===== src/rtl/sdram_mem_arbiter.sv =====
// ---------------------------------------------------------------------------
// sdram_mem_arbiter
//
// Shares the single SDRAM controller request port between the instruction
// fetch (I) and data memory (D) requesters. Nothing is granted until the
// controller reports init complete. D has priority, but after MAX_WAIT
// consecutive D grants taken while I was waiting, I is forced through.
// Only one transaction is outstanding at a time.
//
// Ports:
//   clk, rst_n         system clock, asynchronous active-low reset
//   mem_init_done      SDRAM controller init complete
//   i_req/i_addr       fetch request (held until i_ack)
//   i_ack              one-cycle pulse: fetch request captured
//   i_rvalid/i_rdata   one-cycle pulse with fetch read data
//   d_req/d_we/d_addr/d_wdata/d_be
//                      data request (held until d_ack)
//   d_ack              one-cycle pulse: data request captured
//   d_rvalid/d_rdata   one-cycle pulse: data transaction done (rdata 0 for writes)
//   m_req/m_we/m_addr/m_wdata/m_be
//                      request to the SDRAM controller
//   m_ready            controller accepts m_req this cycle
//   m_done/m_rdata     controller transaction complete, read data
// ---------------------------------------------------------------------------
module sdram_mem_arbiter #(
    parameter int ADDR_W   = 32,
    parameter int DATA_W   = 32,
    parameter int MAX_WAIT = 8
) (
    input  logic                  clk,
    input  logic                  rst_n,
    input  logic                  mem_init_done,

    input  logic                  i_req,
    input  logic [ADDR_W-1:0]     i_addr,
    output logic                  i_ack,
    output logic                  i_rvalid,
    output logic [DATA_W-1:0]     i_rdata,

    input  logic                  d_req,
    input  logic                  d_we,
    input  logic [ADDR_W-1:0]     d_addr,
    input  logic [DATA_W-1:0]     d_wdata,
    input  logic [DATA_W/8-1:0]   d_be,
    output logic                  d_ack,
    output logic                  d_rvalid,
    output logic [DATA_W-1:0]     d_rdata,

    output logic                  m_req,
    output logic                  m_we,
    output logic [ADDR_W-1:0]     m_addr,
    output logic [DATA_W-1:0]     m_wdata,
    output logic [DATA_W/8-1:0]   m_be,
    input  logic                  m_ready,
    input  logic                  m_done,
    input  logic [DATA_W-1:0]     m_rdata
);

    localparam int BE_W  = DATA_W / 8;
    localparam int CNT_W = $clog2(MAX_WAIT + 1);
    localparam logic [CNT_W-1:0] CNT_MAX = CNT_W'(MAX_WAIT);

    typedef enum logic [1:0] {IDLE, ISSUE, WAIT} state_t;
    typedef enum logic [1:0] {OWN_NONE, OWN_I, OWN_D} owner_t;

    state_t           state, state_nxt;
    owner_t           owner;
    logic [CNT_W-1:0] starve_cnt;
    logic             grant_d, grant_i;

    // The controller request is asserted for exactly the ISSUE state; the
    // request fields come straight from the capture registers.
    assign m_req = (state == ISSUE);

    // ------------------------------------------------------------------
    // State register
    // ------------------------------------------------------------------
    // NOTE: sequential state uses non-blocking (<=) so every flop samples
    // pre-edge values; blocking here would create order-dependent races.
    always_ff @(posedge clk or negedge rst_n) begin
        if (!rst_n) state <= IDLE;
        else        state <= state_nxt;
    end

    // ------------------------------------------------------------------
    // Next state and grant decision
    // ------------------------------------------------------------------
    // NOTE: every signal written here gets a default first, so no path
    // leaves it unassigned and no latch is inferred.
    always_comb begin
        state_nxt = state;
        grant_d   = 1'b0;
        grant_i   = 1'b0;
        unique case (state)
            IDLE: begin
                if (mem_init_done) begin
                    // D wins unless I is waiting and has been starved too long.
                    if (d_req && !(i_req && starve_cnt >= CNT_MAX)) grant_d = 1'b1;
                    else if (i_req)                                  grant_i = 1'b1;
                    if (grant_d || grant_i) state_nxt = ISSUE;
                end
            end
            ISSUE: if (m_ready) state_nxt = WAIT;
            WAIT:  if (m_done)  state_nxt = IDLE;
            default: state_nxt = IDLE;
        endcase
    end

    // ------------------------------------------------------------------
    // Capture registers, handshake pulses, read data return, starvation
    // ------------------------------------------------------------------
    always_ff @(posedge clk or negedge rst_n) begin
        if (!rst_n) begin
            owner      <= OWN_NONE;
            starve_cnt <= '0;
            m_we       <= 1'b0;
            m_addr     <= '0;
            m_wdata    <= '0;
            m_be       <= '0;
            i_ack      <= 1'b0;
            i_rvalid   <= 1'b0;
            i_rdata    <= '0;
            d_ack      <= 1'b0;
            d_rvalid   <= 1'b0;
            d_rdata    <= '0;
        end else begin
            // Pulses default low; they are raised only for a single cycle.
            i_ack    <= 1'b0;
            d_ack    <= 1'b0;
            i_rvalid <= 1'b0;
            d_rvalid <= 1'b0;

            if (grant_d) begin
                owner   <= OWN_D;
                d_ack   <= 1'b1;
                m_we    <= d_we;
                m_addr  <= d_addr;
                m_wdata <= d_wdata;
                m_be    <= d_be;
                // Only D wins taken while I waits count toward starvation.
                if (i_req && starve_cnt < CNT_MAX) starve_cnt <= starve_cnt + 1'b1;
            end else if (grant_i) begin
                owner      <= OWN_I;
                i_ack      <= 1'b1;
                m_we       <= 1'b0;
                m_addr     <= i_addr;
                m_wdata    <= '0;
                m_be       <= {BE_W{1'b1}};
                starve_cnt <= '0;
            end

            if (state == WAIT && m_done) begin
                owner <= OWN_NONE;
                if (owner == OWN_I) begin
                    i_rvalid <= 1'b1;
                    i_rdata  <= m_rdata;
                end else if (owner == OWN_D) begin
                    d_rvalid <= 1'b1;
                    d_rdata  <= m_we ? '0 : m_rdata;
                end
            end
        end
    end

endmodule


===== config.mk =====
export PLATFORM = sky130hd
export DESIGN_NAME = sdram_mem_arbiter
export DESIGN_NICKNAME = d
export VERILOG_FILES = /design/src/rtl/sdram_mem_arbiter.sv
export SDC_FILE = /design/constraint.sdc
export NUM_CORES = 1
export LEC_CHECK = 0
export ABC_AREA = 1
export ABC_CLOCK_PERIOD_IN_PS = 2100
export CAP_MARGIN = 20
export CORE_ASPECT_RATIO = 0.75
export CORE_MARGIN = 5
export CORE_UTILIZATION = 47
export CTS_BUF_LIST = sky130_fd_sc_hd__clkbuf_8
export CTS_CLUSTER_SIZE = 28
export DETAILED_ROUTE_END_ITERATION = 7
export PLACE_DENSITY = 0.88
export SLEW_MARGIN = 5
export SYNTH_ARGS = -nofsm -noshare
export SYNTH_HDL_FRONTEND = slang
export SYNTH_SLANG_ARGS = --single-unit

===== constraint.sdc =====
create_clock -name clk -period 2.1 [get_ports clk]
set_input_delay 0.315 -clock clk [delete_from_list [all_inputs] [get_ports clk]]
set_output_delay 0.315 -clock clk [all_outputs]
set_load 0.02 [all_outputs]

==> impl_metrics.json <==
{
  "run_status": "complete, no violations",
  "dp_hpwl_mm": 14.40,
  "slew_viol_final": 0,
  "n_fill_cell": 924,
  "die_x_um": 144.1,
  "core_area_um2": 13110,
  "diodes": 0,
  "antenna_found_initial": 0,
  "period_share": 0.8435,
  "syn-instance-count": 738,
  "ir_worst_vdd_uv": 865.2,
  "io_pins": 278,
  "synth_area_per_cell_um2": 8.591,
  "avgRoutedWirePerCell_um": 16.39,
  "crit_family": "buffers and inverters",
  "finalSetupTns_ns": 0,
  "finalSetupViolCount": 0,
  "worst-path-buf-inv": 1,
  "cp_max_fo": 2,
  "clk_latency_ns": 0.43,
  "p_total_mw": 13.70,
  "cts_made_buffers": 17,
  "critPathLaunchType": "flip-flop",
  "clock_skew_ns": 0.01486,
  "fmaxAchievable_mhz": 564.5,
  "hold_viol": 0,
  "synth_area_leaders": "dfrtp_1, nand2_1, nand3_1, o21ai_0, inv_1",
  "grt.total_usage": 0.2437,
  "drv_cap": 0,
  "fp.dieArea_um2": 15940,
  "first_global_vias": 6024,
  "grt_pass1_wl_mm": 31.20,
  "cts.path.max_buffers": 2,
  "placed_cell_area_um2": 9335,
  "crit_path_max_incr_delay_ns": 0.65,
  "fin_crit_ns": 1.771,
  "vias_per_cell": 5.103,
  "tritoncts": "yes",
  "seqCellArea_um2": 3628,
  "nNetsFinal": 1151,
  "fin_cells": 1193,
  "gr-usage-met1": 0.3051,
  "crit_required_ns": 1.78,
  "fin_util": 0.7429,
  "worstSetupPathType": "reg -> out",
  "start_util": 0.4837,
  "grtUsageMet3": 0.08729,
  "row_count": 36,
  "synth_area_um2": 6340,
  "rsz0062_at_grt": "no",
  "drive_gt1_frac": 0.05969,
  "powerDensity_nw_per_um2": 1407,
  "ant_nets": 0,
  "leakage_nw": 4.698,
  "multi_input_area_um2": 2165,
  "wl_mm": 19.55,
  "yosys_warnings": 0,
  "grt_max_degree": 66,
  "cp.arrival_ns": 1.46,
  "reg2reg_from": "state[1]",
  "finalInstanceArea_um2": 9738,
  "tightest_slew_ns": 0.5363,
  "area_delta_synth_final_pct": 53.60,
  "synth_cell_types": 23,
  "postCtsSetupBuffers": 0,
  "slowest_stage": "clkdlybuf4s50_1",
  "routabilityCongestion": 0.8321,
  "min-delay-path-class": "in -> async",
  "synth_top_cell_area_share": 0.5723,
  "root_buffer": "clkbuf_8",
  "top_usage_layer": "met2",
  "drt_iter0_markers": 323,
  "max_slew_margin": 0.6425,
  "cts.htree.levels": 4,
  "ys_seq_area_frac": 0.5723,
  "dp_cells": 1160,
  "yosysTopAreaCell": "dfrtp_1",
  "use_met2": 0.4005,
  "worstSetupStartpoint": "m_addr[17]",
  "syn-num-nets": 880,
  "drc_errors": 0,
  "end_kind": "output pin",
  "cts_num_sinks": 145,
  "die_y_um": 110.6,
  "crit_chain": "clkdlybuf4s50_1",
  "clk_pin_slew_ns": 0.09,
  "drt_pre_antenna_iters": 5,
  "synth-seq-cells": 145,
  "io_buffers": 277,
  "grt-ovfl-total": 0,
  "vias": 6088
}
==> routing by layer <==
metal / routed length (µm) / up-vias
li1: - / 2873
met1: 7579 / 2888
met2: 9453 / 297
met3: 2199 / 30
met4: 321 / 0
met5: 0 / -
==> power by group <==
group	internal (mW)	leakage (nW)	switching (mW)
logic	3.03	2.72	3.66
registers	4.05	1.78	0.756
clock network	1.07	0.197	1.13
==> synth_stat cells <==
library cell  count
buf_6             4
nor2_1            9
nand2_2           1
inv_2             1
ha_1              2
xor2_1            1
o21bai_1         32
nor2_2            3
nand2_1         239
o21ai_1           5
nand3_1         102
inv_1            80
buf_4            10
nor2_4            1
clkbuf_1         16
nand3_4           1
nor3_2            1
buf_1             4
a21oi_1           1
dfrtp_1         145
o21ai_0          67
buf_2            12
o31ai_1           1
==> timing repair <==
| item | 4_1_cts | 5_1_grt |
|---|---|---|
| endpoints found under the hold margin | 51 | 0 |
| resized for setup | 0 | 1 |
| hold buffers | 1 | 0 |
| endpoints found under the setup margin | 0 | 1 |
==> stage by stage <==
stage                     hold slack [ns]  setup slack (ns)
after CTS                          0.3888           0.01731
after global placement             0.3211            0.3842
after global routing               0.3918            0.2680
after floorplan                   0.01941            0.7601
final                              0.4194            0.3285
after detailed placement           0.3160            0.3559
==> worst paths after layout <==
kind | endpoint | slack (ns) | cells past startpoint
worst max-delay path | m_addr[17] | 0.33 | 1
worst min-delay path | m_addr[26] | 0.42 | 2
worst max register to register | m_wdata[24] | 0.63 | 7
worst min register to register | m_wdata[7] | 0.47 | 2
max in group asynchronous | d_rdata[14] | 1.07 | 3
min in group clk | m_wdata[0] | 0.42 | 3
==> logic make-up after synthesis <==
family	Yosys count	synth area share
fa+ha+maj	2	0.003946
xor+xnor	1	0.001382
buf+inv	127	0.08822
flops	145	0.5723
compound gates	106	0.09670
simple gates	357	0.2374
==> registers in the layout (all words and copies together), names as in the netlist <==
register    cells
m_we            1
starve_cnt      4
d_rdata        32
d_ack           1
state           2
i_rvalid        1
i_rdata        32
owner           2
d_rvalid        1
m_addr         32
m_wdata        32
i_ack           1
m_be            4
==> layout make-up <==
| cell class | instances | share of cell area |
|---|---|---|
| sequential | 145 | 0.3726 |
| timing repair buffer | 298 | 0.3118 |
| multi-input combinational | 466 | 0.2223 |
| inverter | 81 | 0.03122 |
| clock buffer | 17 | 0.02403 |
| tap | 171 | 0.02197 |
| clock inverter | 15 | 0.01606 |
==> cells in the final DEF (no fill, tap or decap), drive strengths merged, types with 2 or more instances in the layout <==
cell / Yosys / routed
clkdlybuf4s50: 0 / 275
nand2: 240 / 240
dfrtp: 145 / 145
nand3: 103 / 103
inv: 81 / 89
o21ai: 72 / 72
o21bai: 32 / 32
buf: 30 / 21
clkbuf: 16 / 17
nor2: 13 / 13
clkinvlp: 0 / 3
ha: 2 / 2
bufinv: 0 / 2
clkinv: 0 / 2
No activity file was read; power rests on OpenSTA's default activity.
